$ cat src/rtl/wb_arbiter.sv
// Round-robin Wishbone arbiter: one bus owner per transaction, grant locked until ACK/abandon.
// Optional watchdog (ERR state + counter) is built only when WB_ARB_TIMEOUT_EN is defined.
module wb_arbiter #(
  parameter int NUM_MASTERS    = 2,
  parameter int DATA_WIDTH     = 32,
  parameter int ADDR_WIDTH     = 32,
  parameter int TIMEOUT_CYCLES = 255
) (
  input  logic                             clk,
  input  logic                             reset,
  input  logic [NUM_MASTERS-1:0]           m_STB,
  input  logic [NUM_MASTERS-1:0]           m_WE,
  input  logic [NUM_MASTERS*ADDR_WIDTH-1:0] m_ADDR,
  input  logic [NUM_MASTERS*DATA_WIDTH-1:0] m_DAT_I,
  output logic [DATA_WIDTH-1:0]            m_DAT_O,
  output logic [NUM_MASTERS-1:0]           m_ACK,
  output logic [NUM_MASTERS-1:0]           m_ERR,
  output logic                             s_STB,
  output logic                             s_WE,
  output logic [ADDR_WIDTH-1:0]            s_ADDR,
  output logic [DATA_WIDTH-1:0]            s_DAT_O,
  input  logic [DATA_WIDTH-1:0]            s_DAT_I,
  input  logic                             s_ACK,
  output logic [NUM_MASTERS-1:0]           grant,
  output logic                             busy
);

  localparam int          OW = (NUM_MASTERS > 1) ? $clog2(NUM_MASTERS) : 1;
  localparam int unsigned NM = NUM_MASTERS;

  if (NUM_MASTERS < 2 || NUM_MASTERS > 8 || TIMEOUT_CYCLES < 2 || TIMEOUT_CYCLES > 255)
  begin : g_param_range
    $error("wb_arbiter: parameter out of range");
  end

`ifdef WB_ARB_TIMEOUT_EN
  typedef enum logic [1:0] {IDLE, BUSY, ERR} state_t;
`else
  typedef enum logic {IDLE, BUSY} state_t;
`endif

  state_t        state, state_next;
  logic [OW-1:0] owner, rr_ptr, pick, owner_inc;
  logic          pick_valid;
  logic          release_bus;

`ifdef WB_ARB_TIMEOUT_EN
  logic [7:0] cnt;
  logic       timeout_hit;
  assign timeout_hit = (cnt == 8'(TIMEOUT_CYCLES - 1));
`endif

  // First requester scanning upward from rr_ptr, wrapping around.
  always_comb begin
    int unsigned idx;
    idx        = 0;
    pick       = '0;
    pick_valid = 1'b0;
    for (int unsigned i = 0; i < NM; i++) begin
      idx = (32'(rr_ptr) + i) % NM;
      if (!pick_valid && m_STB[OW'(idx)]) begin
        pick_valid = 1'b1;
        pick       = OW'(idx);
      end
    end
  end

  assign owner_inc   = (owner == OW'(NM - 1)) ? '0 : owner + 1'b1;
  assign release_bus = (state != IDLE) && (state_next == IDLE);

  always_ff @(posedge clk) begin
    if (reset) begin
      state  <= IDLE;
      owner  <= '0;
      rr_ptr <= '0;
    end else begin
      state <= state_next;
      if (state == IDLE && pick_valid) owner <= pick;
      if (release_bus) rr_ptr <= owner_inc;
    end
  end

`ifdef WB_ARB_TIMEOUT_EN
  always_ff @(posedge clk) begin
    if (reset || state != BUSY) cnt <= '0;
    else                        cnt <= cnt + 8'd1;
  end
`endif

  always_comb begin
    state_next = state;
    case (state)
      IDLE: if (pick_valid) state_next = BUSY;
      BUSY: begin
        if (s_ACK || !m_STB[owner]) state_next = IDLE;
`ifdef WB_ARB_TIMEOUT_EN
        else if (timeout_hit)       state_next = ERR;
`endif
      end
`ifdef WB_ARB_TIMEOUT_EN
      ERR:  state_next = IDLE;
`endif
      default: state_next = IDLE;
    endcase
  end

  always_comb begin
    s_STB   = 1'b0;
    s_WE    = 1'b0;
    s_ADDR  = '0;
    s_DAT_O = '0;
    m_DAT_O = '0;
    m_ACK   = '0;
    m_ERR   = '0;
    grant   = '0;
    busy    = 1'b0;
    if (state == BUSY) begin
      s_STB        = m_STB[owner];
      s_WE         = m_WE[owner];
      s_ADDR       = m_ADDR[int'(owner)*ADDR_WIDTH +: ADDR_WIDTH];
      s_DAT_O      = m_DAT_I[int'(owner)*DATA_WIDTH +: DATA_WIDTH];
      m_DAT_O      = s_DAT_I;
      m_ACK[owner] = s_ACK;
      grant[owner] = 1'b1;
      busy         = 1'b1;
    end
`ifdef WB_ARB_TIMEOUT_EN
    if (state == ERR) m_ERR[owner] = 1'b1;
`endif
  end

endmodule

$ cat config.mk
export PLATFORM = sky130hd
export DESIGN_NAME = wb_arbiter
export DESIGN_NICKNAME = d
export VERILOG_FILES = /design/src/rtl/wb_arbiter.sv
export SDC_FILE = /design/constraint.sdc
export NUM_CORES = 1
export LEC_CHECK = 0
export BUFFER_PORTS_ARGS = -buffer_cell sky130_fd_sc_hd__buf_2
export CAP_MARGIN = 20
export CORE_AREA = 2 2 106 108
export CTS_CLUSTER_DIAMETER = 80
export DETAILED_ROUTE_END_ITERATION = 8
export DIE_AREA = 0 0 108 110
export PLACE_DENSITY = 0.43
export SLEW_MARGIN = 20
export SYNTH_ARGS = -nofsm -noshare
export SYNTH_HDL_FRONTEND = slang
export SYNTH_SLANG_ARGS = --single-unit
$ cat constraint.sdc
create_clock -name clk -period 1.5 [get_ports clk]
set_input_delay 0.45 -clock clk [delete_from_list [all_inputs] [get_ports clk]]
set_output_delay 0.45 -clock clk [all_outputs]
set_load 0.05 [all_outputs]
# Yosys cells after proc, flatten, opt, wreduce, memory -nomap -nowiden
# Cells that the tools add are included.
dict set report classes {
  bitwise_logic 3
  n_reduce_logical 7
  shift 2
  add_sub_neg 2
  mux 26
  n_lt_le_gt_ge 4
}
# cell count
set op_table {}
lappend op_table {{64-bit by 7-bit indexed part select with 32-bit output} 2}
lappend op_table {{32-bit 2-to-1 mux} 3}
lappend op_table {{1-bit 2-to-1 mux} 19}
lappend op_table {{1-bit by 2-bit < comparator with 1-bit output (second input constant)} 3}
lappend op_table {{1-bit logical AND} 4}
lappend op_table {{2-bit 2-to-1 mux} 2}
lappend op_table {{1-bit adder (second input constant)} 2}
lappend op_table {{2-bit bitwise AND} 1}
lappend op_table {{1-bit zero test} 2}
lappend op_table {{1-bit inverter} 2}
lappend op_table {{1-bit case mux with 2 select lines} 1}
lappend op_table {{1-bit demux with 1-bit select} 1}
lappend op_table {{1-bit greater-or-equal comparator (second input constant)} 1}
lappend op_table {{1-bit logical OR} 1}
dict set report totals {
  ff_bits 3
  output_inout_bits 105
  elab_cells 47
  input_bits 167
}

# Depth between registers and ports, before layout
# Gate-level depths: netlist of run 1.
dict set report logic_depth {
  depth_word 10
  depth_mapped 4
}

# Worst setup path before layout of run 1
# Ideal clock, no wire load.
dict set report synth_timing {
  kind {reg2out}
  startpoint {reg state}
  endpoint {out s_ADDR[12]}
  stages_incl_launch_ff 5
  arrival_ps 1788
  slack_ps -738
  cell_sequence {dfxtp_1 -> inv_2 -> buf_2 -> buf_2 -> nor2_1}
}
dict set report synth_via {
  elab_chain_len 1
}
# item line
set synth_lines {}
lappend synth_lines {{start, declared} 42} ;# state_t state, state_next;
lappend synth_lines {{start signal, assigned} 77} ;# state <= state_next;
lappend synth_lines {{32-bit 2-to-1 mux} 117} ;# if (state == BUSY) begin
lappend synth_lines {{end, declared} 20} ;# output logic [ADDR_WIDTH-1:0] s_ADDR,
# Every way passes these cells.

# Worst setup path after layout of run 1
dict set report layout_timing {
  startpoint {reg owner}
  endpoint {out s_ADDR[25]}
}
dict set report layout_via {
  elab_chain_len 2
}
# item line
set layout_lines {}
lappend layout_lines {{start, declared} 43} ;# logic [OW-1:0] owner, rr_ptr, pick, owner_inc;
lappend layout_lines {{start signal, assigned} 78} ;# if (state == IDLE && pick_valid) owner <= pick;
lappend layout_lines {{64-bit by 7-bit indexed part select with 32-bit output} 120} ;# s_ADDR = m_ADDR[int'(owner)*ADDR_WIDTH +: ADDR_WIDTH];
lappend layout_lines {{32-bit 2-to-1 mux} 117}
# Every way passes these cells.

==> flow_summary_export.csv, run 1 <==
group,metric,value,unit
yosys,avgSynthCellArea,6.84,sq um
yosys,synthDistinctLibCells,19,
place,pre_cts_ws,-0.252,ns
floorplan,die_w,108,um
setup_path,crit_path_max_incr_delay,0.42,ns
yosys,synth_compound_area_share,3.18,%
global_routing,grt-ovfl-total,0,
routing,wl_met3,823,um
clocking,clock_latency,0.22,ns
routing,routed.top_layer,"met4",
setup_path,worstPathCellList,"clkbuf_16, mux2i_1, nor2_4, buf_2",
pwr,combPwrFrac,87.0,%
setup_path,crit_slowest_cell,"dfxtp_4",
clocking,cts.sinks,3,
setup_path,reg2reg_from,"owner",
clocking,cts_tree,"built",
setup_path,path_buf_inv,2,
yosys,ys.flop_type,"dfxtp_1",
routing,vias,2619,
global_routing,grt_pass1_wl,11200,um
place,hpwl,6140,um
routing,dr.pass1.iters,4,
yosys,synth_xor_area_share,0,%
setup_path,cp-start-kind,"flop",
cells_and_area,final_cells,630,
clocking,path_clk_slew,0.03,ns
yosys,synth_top_area_cell,"mux2i_1",
pwr,p_leak,0.00215,uW
yosys,synth_area_leaders,"mux2i_1 47%, nor2_1 19%, and2_1 15%, buf_6 5.6%, dfxtp_1 4.2%",
yosys,async_reset_ff_share,0,%
timing,clock.fmax,521,MHz
min_path,min_from,"reset",
place,io_buffers,269,
global_routing,antenna_found_initial,0,
timing,min_period,1.92,ns
pwr,powerDensity,574,nW/um^2
run,max_cap_viol_count,0,
place,placed_cells,611,
floorplan,die_area,11900,sq um
min_path,min_to,"state",
timing,setup_slack,-0.419,ns
global_routing,grt_pass1_vias,2450,
global_routing,grt_max_degree,38,
yosys,synth.mux.area_fraction,46.6,%
floorplan,rows,38,
min_path,hold_path_depth,2,
timing,rsz0062_at_grt,"yes",
setup_path,critPathArrivalTime,1.47,ns
yosys,synth-edff-count,0,
pwr,total_power,2630,uW
routing,vias_per_cell,4.16,
setup_path,cp.required,1.05,ns
yosys,ys_ff_latch,3,
pwr,switching_share,53.6,%
timing,skew,0.00305,ns
pwr,switching_power,1410,uW
run_status,outcome,"finished, violations left",
setup_path,cp_top_family,"buffers and inverters",
cells_and_area,nets,658,
yosys,yosysTopAreaCellShare,46.6,%
global_routing,track_usage,11.5,%
routing,ant_nets,0,
yosys,yosys.area_share.simple,34.3,%
clocking,htreeDepth,1,
floorplan,io_pins,272,
routing,met1_length,3060,um
cells_and_area,diodes,0,
routing,routed_wl,8810,um
place,gp_congestion,0.697,
pwr,p_int,1220,uW
clocking,cts_buffers,3,
setup_path,r2r-end,"state",
setup_path,path_max_fanout,18,
timing,finalMaxSlewViolations,0,
yosys,yosysWarnings,0,
clocking,clk_path_buf_depth,2,
min_path,hold_path.class,"in2reg",
setup_path,critical_path_class,"reg2out",
timing,hold_violations,0,
routing,drt_iter0_drc,57,
floorplan,coreArea,10700,sq um
yosys,yosysSeqAreaShare,4.24,%
setup_path,rrSetupSlack,0.13,ns
timing,fin_crit_sh,128,%
setup_path,crit_path_end_kind,"output port",
cells_and_area,final_common_cell,"buf_2",
pwr,seq_power_share,4.0,%
yosys,synth_top_family_by_area,"multiplexers",
pwr,p_clk_share,9.1,%
routing,drcViolationCount,0,
routing,wl_per_cell,14.0,um
yosys,syn_inst,207,
clocking,hold_buffers,0,
yosys,synthAdderAreaFrac,0,%
clocking,root_buffer,"clkbuf_8",
floorplan,die_y,110,um
pwr,ir_worst_vdd,0.000452,V
setup_path,r2r_cells,5,
timing,setup-violations-final,102,
floorplan,start_util,13.2,%
routing,route.met2.wl,4870,um
cells_and_area,syn_to_final_growth,223,%
yosys,synth_area,1420,sq um
cells_and_area,drive_gt1_share,92.9,%
run_status,violations,"setup timing",
cells_and_area,mostFrequentLayoutCells,"217 x buf_2, 61 x nor2_4, 37 x mux2i_2",
==> cell families after synthesis <==
| kind of cell | count (synthesis) |
|---|---|
| AO/OA/AOI/OAI | 7 |
| AND/OR/NAND/NOR | 106 |
| other | 1 |
| buffers and inverters | 24 |
| flip-flops | 3 |
| multiplexers | 66 |
==> what timing repair did <==
item	in CTS	in global routing
resized for setup	100	148
endpoints found under the setup margin	103	102
pin swaps	1	3
buffers inserted	2	3
gates cloned	3	7
==> synth_stat cells (2+ instances only) <==
cell type / number
o21ai_0: 3
mux2i_1: 66
dfxtp_1: 3
buf_4: 4
buf_6: 7
buf_2: 3
clkbuf_1: 7
and2_1: 33
nor2_1: 70
inv_1: 2
==> state kept, by name, summed over array words and instances (netlist names) <==
signal and cells:
owner 1, rr_ptr 1, state 1
==> final cells by class <==
type                            count  area [sq um]
Tap cell                          140           175
Timing Repair inverter              1          6.26
Sequential cell                     3          67.6
Multi-Input combinational cell    181          2030
Clock buffer                        4          45.0
Timing Repair Buffer              298          2240
Fill cell                        1064          6120
Inverter                            3          18.8
==> worst max path at each step <==
| stage | startpoint | endpoint | slack [ns] | cells after the start |
|---|---|---|---|---|
| after CTS | owner | s_ADDR[4] | -0.43 | 4 |
| after global routing | owner | s_ADDR[30] | -0.46 | 4 |
| after floorplan | state | m_DAT_O[10] | -0.07 | 3 |
| after detailed placement | owner | s_ADDR[27] | -0.25 | 4 |
| final | owner | s_ADDR[25] | -0.42 | 4 |
| after global placement | owner | s_ADDR[27] | -0.23 | 4 |
==> power by group through the flow <==
stage          Sequential (uW)  Clock [uW]  Combinational (uW)
3_3_place_gp              96.4           0                1770
6_report                   104         239                2290
4_1_cts                    102         242                1980
2_1_floorplan              101           0                1330
3_5_place_dp              96.8           0                1780
5_1_grt                    106         259                2400
==> metal layers <==
layer	up-vias	track usage, %
met1	1217	12.2
met4	0	2.38
met3	4	2.41
met2	151	23.3
li1	1247	-
met5	-	0
==> through the flow <==
step | cell area [sq um] | utilization, % | TNS, ns | hold slack (ns)
after global routing | 4580 | 42.8 | -34.12 | 0.418
after global placement | 3480 | 32.5 | -9.39 | 0.463
after detailed placement | 3480 | 32.5 | -10.79 | 0.474
after floorplan | 1990 | - | -3.61 | 0.447
final | 4580 | 42.8 | -29.02 | 0.421
after CTS | 3940 | 36.8 | -28.95 | 0.422
Note: power is estimated with default switching activity, not from simulation.
==> run 2, diff against run 1 <==
--- a/config.mk
+++ b/config.mk
@@ -12,6 +12,8 @@
 export DETAILED_ROUTE_END_ITERATION = 8
 export DIE_AREA = 0 0 108 110
 export PLACE_DENSITY = 0.43
+export RECOVER_POWER = 25
+export REMOVE_ABC_BUFFERS = 1
 export SLEW_MARGIN = 20
 export SYNTH_ARGS = -nofsm -noshare
 export SYNTH_HDL_FRONTEND = slang
==> run 2 against run 1 <==
The run still ends with setup timing left. Clock skew decreased by 0.0017 ns. Critical path depth increased by 1. Sequential power decreased by 9%. Hold slack got worse by 0.0021 ns. Setup slack improved by 0.15 ns. Final area decreased by 5.7%. Global-route usage decreased by 0.24 points. Core utilization decreased by 2.4 points. Total power decreased by 5.6%. Combinational power decreased by 6%. Die area unchanged. Critical endpoint is now s_ADDR[23]. Largest power group unchanged.
==> flow_summary_export.csv, run 2 (same netlist as run 1, synthesis figures left out) <==
group,metric,value,unit
run_status,outcome,"finished, violations left",
run_status,violations,"setup timing",
routing,vias,2556,
pwr,p_int,1230,uW
setup_path,path_max_fanout,7,
global_routing,track_usage,11.3,%
clocking,root_buffer,"clkbuf_8",
cells_and_area,nets,657,
pwr,combPwrFrac,86.9,%
setup_path,critPathArrivalTime,1.32,ns
pwr,p_clk_share,9.3,%
cells_and_area,diodes,0,
setup_path,worstPathCellList,"buf_4, clkbuf_16, mux2i_1, nor2_1, buf_6",
clocking,cts_tree,"built",
timing,clock.fmax,567,MHz
setup_path,crit_path_end_kind,"output port",
clocking,path_clk_slew,0.03,ns
setup_path,cp.required,1.05,ns
setup_path,cp_top_family,"buffers and inverters",
min_path,hold_path_depth,2,
routing,routed_wl,9280,um
setup_path,worstSetupStartpoint,"owner",
place,place_area,2960,sq um
pwr,switching_share,50.4,%
cells_and_area,final_cells,629,
timing,skew,0.00130,ns
place,hpwl,6180,um
setup_path,r2r_cells,7,
timing,fin_crit_sh,118,%
floorplan,die_y,110,um
global_routing,grt_max_degree,38,
cells_and_area,final_common_cell,"buf_2",
timing,setup-violations-final,102,
pwr,ir_worst_vdd,0.000233,V
global_routing,antenna_found_initial,0,
clocking,hold_buffers,0,
floorplan,coreArea,10700,sq um
cells_and_area,drive_gt1_share,73.0,%
setup_path,crit_slowest_cell,"dfxtp_4",
clocking,clk_path_buf_depth,2,
floorplan,die_w,108,um
run,max_cap_viol_count,0,
cells_and_area,top_regs,"owner: 1 flops, rr_ptr: 1 flops, state: 1 flops",
setup_path,cp-start-kind,"flop",
pwr,p_leak,0.00213,uW
cells_and_area,syn_to_final_growth,205,%
routing,vias_per_cell,4.06,
clocking,cts_buffers,3,
floorplan,start_util,13.2,%
min_path,hold_path.class,"in2reg",
floorplan,io_pins,272,
cells_and_area,finalInstanceArea,4320,sq um
timing,tns,-18.12,ns
timing,setup_slack,-0.265,ns
min_path,min_from,"reset",
setup_path,crit_cells,5,
timing,min_period,1.77,ns
floorplan,die_area,11900,sq um
setup_path,path_buf_inv,3,
timing,finalMaxSlewViolations,0,
pwr,total_power,2480,uW
place,io_buffers,269,
clocking,clock_latency,0.21,ns
routing,drt_iter0_drc,69,
setup_path,reg2reg_from,"owner",
timing,hold_violations,0,
setup_path,critical_path_class,"reg2out",
global_routing,grt-ovfl-total,0,
place,gp_congestion,0.699,
pwr,powerDensity,575,nW/um^2
pwr,seq_power_share,3.8,%
cells_and_area,fin_util,40.4,%
global_routing,grt_pass1_vias,2363,
routing,wl_per_cell,14.7,um
place,placed_cells,607,
routing,drcViolationCount,0,
floorplan,rows,38,
global_routing,grt_pass1_wl,10900,um
setup_path,crit_path_max_incr_delay,0.35,ns
routing,ant_nets,0,
routing,dr.pass1.iters,5,
pwr,switching_power,1250,uW
clocking,cts.sinks,3,
timing,rsz0062_at_grt,"yes",
cells_and_area,mostFrequentLayoutCells,"166 x buf_2, 68 x buf_6, 61 x nor2_1",
clocking,htreeDepth,1,
-- run 2: cell types whose count changed in the layout (fill, tap and decap cells not counted), moves of 2 or more --
cell	delta
and2_2	-3
and2_4	+2
buf_12	+6
buf_16	-4
buf_2	-51
buf_4	-11
buf_6	+53
buf_8	+4
clkbuf_16	+3
mux2i_1	+38
mux2i_2	-29
mux2i_4	-9
nor2_1	+59
nor2_4	-59
-- run 2: layout make-up --
| type | instances | area [sq um] |
|---|---|---|
| flip-flops and latches | 3 | 67.6 |
| multi-input cells | 181 | 1380 |
| well taps | 140 | 175 |
| clock buffers | 4 | 45.0 |
| repair buffers | 298 | 2640 |
| inverters | 3 | 11.3 |
| fillers | 1052 | 6380 |
-- run 2: power groups by stage --
stage	clock network, uW	registers, uW	logic, uW
after floorplan	0	159	983
after global routing	250	95.8	2260
after detailed placement	0	96.4	1550
final	231	94.6	2160
after CTS	242	95.0	1870
after global placement	0	95.6	1540
-- run 2: metal layers --
layer | wire length (um) | global-route usage (%)
met3 | 891 | 2.12
met2 | 5240 | 23.9
met1 | 3060 | 11.5
met5 | 0 | 0
met4 | 89 | 1.65
-- run 2: through the flow --
step,setup slack [ns],hold WS (ns)
6_report,-0.265,0.419
5_1_grt,-0.316,0.424
4_1_cts,-0.272,0.411
3_5_place_dp,-0.0703,0.471
3_3_place_gp,-0.0673,0.462
2_1_floorplan,-2.42,0.447
-- run 2: path summary, 6_finish.rpt --
check	endpoint	slack (ns)
worst max register to register	state	0.10
worst min-delay path	owner	0.42
worst min register to register	rr_ptr	0.47
worst max-delay path	s_ADDR[23]	-0.27
-- run 2: worst reg2reg max path, stage by stage, from the launching register on --
cell and delay, ns:
dfxtp_4 0.35, buf_12 0.14, buf_12 0.14, mux2i_4 0.18, buf_4 0.13, buf_4 0.12, o22a_1 0.19, nor2_1 0.09
-- run 2: repair_timing --
item                       CTS  global route
gates resized for setup    220           102
setup buffers                2             5
gates cloned                 1            11
setup endpoints to repair  103           103
pin swaps                    2            10
==> run 3, diff against run 2 <==
--- a/config.mk
+++ b/config.mk
@@ -11,7 +11,6 @@
 export CTS_CLUSTER_DIAMETER = 80
 export DETAILED_ROUTE_END_ITERATION = 8
 export DIE_AREA = 0 0 108 110
-export PLACE_DENSITY = 0.43
 export RECOVER_POWER = 25
 export REMOVE_ABC_BUFFERS = 1
 export SLEW_MARGIN = 20
==> run 3 against run 2 <==
The run still ends with setup timing left. Final area is 2.8% higher. Sequential share of layout area barely moved. Combinational power rose by 2%. Flip-flop and latch count is the same. Clock-buffer cell count stayed put. Via count is 2.3% higher. Die area unchanged. Sequential power rose by 12%. Largest power group unchanged.
==> flow_summary_export.csv, run 3 (same netlist as run 1, synthesis figures left out) <==
group,metric,value,unit
cells_and_area,top_regs,"owner: 1 flops, rr_ptr: 1 flops, state: 1 flops",
global_routing,antenna_found_initial,0,
setup_path,rrSetupSlack,0.23,ns
setup_path,crit_path_end_kind,"output port",
clocking,root_buffer,"clkbuf_8",
setup_path,path_max_fanout,8,
routing,vias,2614,
place,gp_congestion,0.769,
pwr,p_leak,0.00220,uW
cells_and_area,drive_gt1_share,74.1,%
global_routing,track_usage,12.5,%
floorplan,die_y,110,um
place,hpwl,6110,um
setup_path,worstPathCellList,"buf_12, buf_12, mux2i_1, nor2_1, buf_6",
clocking,cts_tree,"built",
timing,min_period,1.82,ns
floorplan,die_w,108,um
global_routing,grt_max_degree,45,
clocking,cts.sinks,3,
floorplan,io_pins,272,
cells_and_area,mostFrequentLayoutCells,"166 x buf_2, 81 x buf_6, 60 x nor2_1",
routing,drcViolationCount,0,
place,pre_cts_ws,-0.108,ns
setup_path,r2r-end,"rr_ptr",
floorplan,rows,38,
timing,rsz0062_at_grt,"yes",
timing,fin_crit_sh,121,%
setup_path,crit_slowest_cell,"dfxtp_4",
place,io_buffers,269,
floorplan,coreArea,10700,sq um
routing,routed_wl,9540,um
routing,wl_per_cell,14.9,um
run_status,violations,"setup timing",
cells_and_area,syn_to_final_growth,214,%
run_status,outcome,"finished, violations left",
global_routing,grt_pass1_wl,11900,um
setup_path,crit_cells,5,
setup_path,critical_path_class,"reg2out",
run,max_cap_viol_count,0,
setup_path,cp.required,1.05,ns
floorplan,die_area,11900,sq um
cells_and_area,nets,670,
routing,drt_iter0_drc,110,
clocking,cts_buffers,3,
pwr,ir_worst_vdd,0.000291,V
timing,hold_violations,0,
setup_path,crit_end,"s_DAT_O[9]",
routing,vias_per_cell,4.07,
setup_path,cp-start-kind,"flop",
timing,setup-violations-final,103,
routing,dr.pass1.iters,4,
clocking,clk_path_buf_depth,2,
setup_path,worstSetupStartpoint,"owner",
timing,setup_slack,-0.316,ns
clocking,path_clk_slew,0.03,ns
pwr,powerDensity,574,nW/um^2
min_path,hold_path.class,"in2reg",
setup_path,path_buf_inv,3,
timing,finalMaxSlewViolations,0,
floorplan,start_util,13.2,%
setup_path,crit_path_frequent_cell,"buf_12",
setup_path,r2r_cells,5,
routing,ant_nets,0,
global_routing,grt_pass1_vias,2507,
global_routing,grt-ovfl-total,0,
setup_path,reg2reg_from,"state",
setup_path,cp_top_family,"buffers and inverters",
cells_and_area,diodes,0,
setup_path,critPathArrivalTime,1.37,ns
setup_path,crit_path_max_incr_delay,0.37,ns
timing,clock.fmax,551,MHz
timing,skew,0.00268,ns
clocking,clock_latency,0.21,ns
clocking,htreeDepth,1,
cells_and_area,fin_util,41.5,%
cells_and_area,final_common_cell,"buf_2",
-- run 3: worst min-delay path by stage --
stage	start	to	slack [ns]	depth (start not counted)
after detailed placement	rr_ptr	rr_ptr	0.46	2
final	reset	state	0.42	2
after global routing	reset	state	0.43	2
after global placement	rr_ptr	rr_ptr	0.46	2
after floorplan	rr_ptr	rr_ptr	0.45	2
after CTS	reset	state	0.42	2
-- run 3: metrics by stage --
stage	cell area [sq um]	TNS, ns	hold WS, ns	power [uW]	cells
3_5_place_dp	3090	-3.42	0.463	1690	619
5_1_grt	4440	-26.03	0.425	2660	642
4_1_cts	3950	-17.93	0.423	2290	629
3_3_place_gp	3090	-2.84	0.463	1690	619
6_report	4440	-20.94	0.424	2550	642
2_1_floorplan	1270	-182.47	0.447	1140	187
-- run 3: metal layers --
| metal | vias up | global-route usage [%] | part of all wire [%] |
|---|---|---|---|
| met1 | 1165 | 13.2 | 35 |
| met5 | - | 0 | 0 |
| met2 | 175 | 25.6 | 55 |
| li1 | 1268 | - | - |
| met3 | 6 | 2.18 | 8.5 |
| met4 | 0 | 2.29 | 0.64 |
-- run 3: worst reg2reg max path: stages, from the launching register on --
cell and delay, ns:
dfxtp_4 0.44, buf_6 0.13, clkbuf_16 0.14, buf_4 0.12, o21ai_0 0.08, a221oi_1 0.27
-- run 3: power breakdown --
part           total [uW]  switching (uW)  internal, uW  leakage (uW)
clock network         234            52.6           181     0.0000228
logic                2210            1200          1010       0.00215
registers             106            18.8          87.4     0.0000261
-- run 3: area by class of cell --
cell class	instances	area (sq um)
Tap cell	140	175
Multi-Input combinational cell	181	1380
Sequential cell	3	67.6
Timing Repair Buffer	311	2770
Fill cell	1034	6250
Clock buffer	4	45.0
Inverter	3	13.8
-- run 3: what timing repair did --
action | 4_1_cts | 5_1_grt
gates resized for setup | 232 | 91
pin swaps | 4 | 6
endpoints found under the setup margin | 103 | 102
cloned | 2 | 7
setup buffers | 4 | 6
hold buffers | 0 | 0
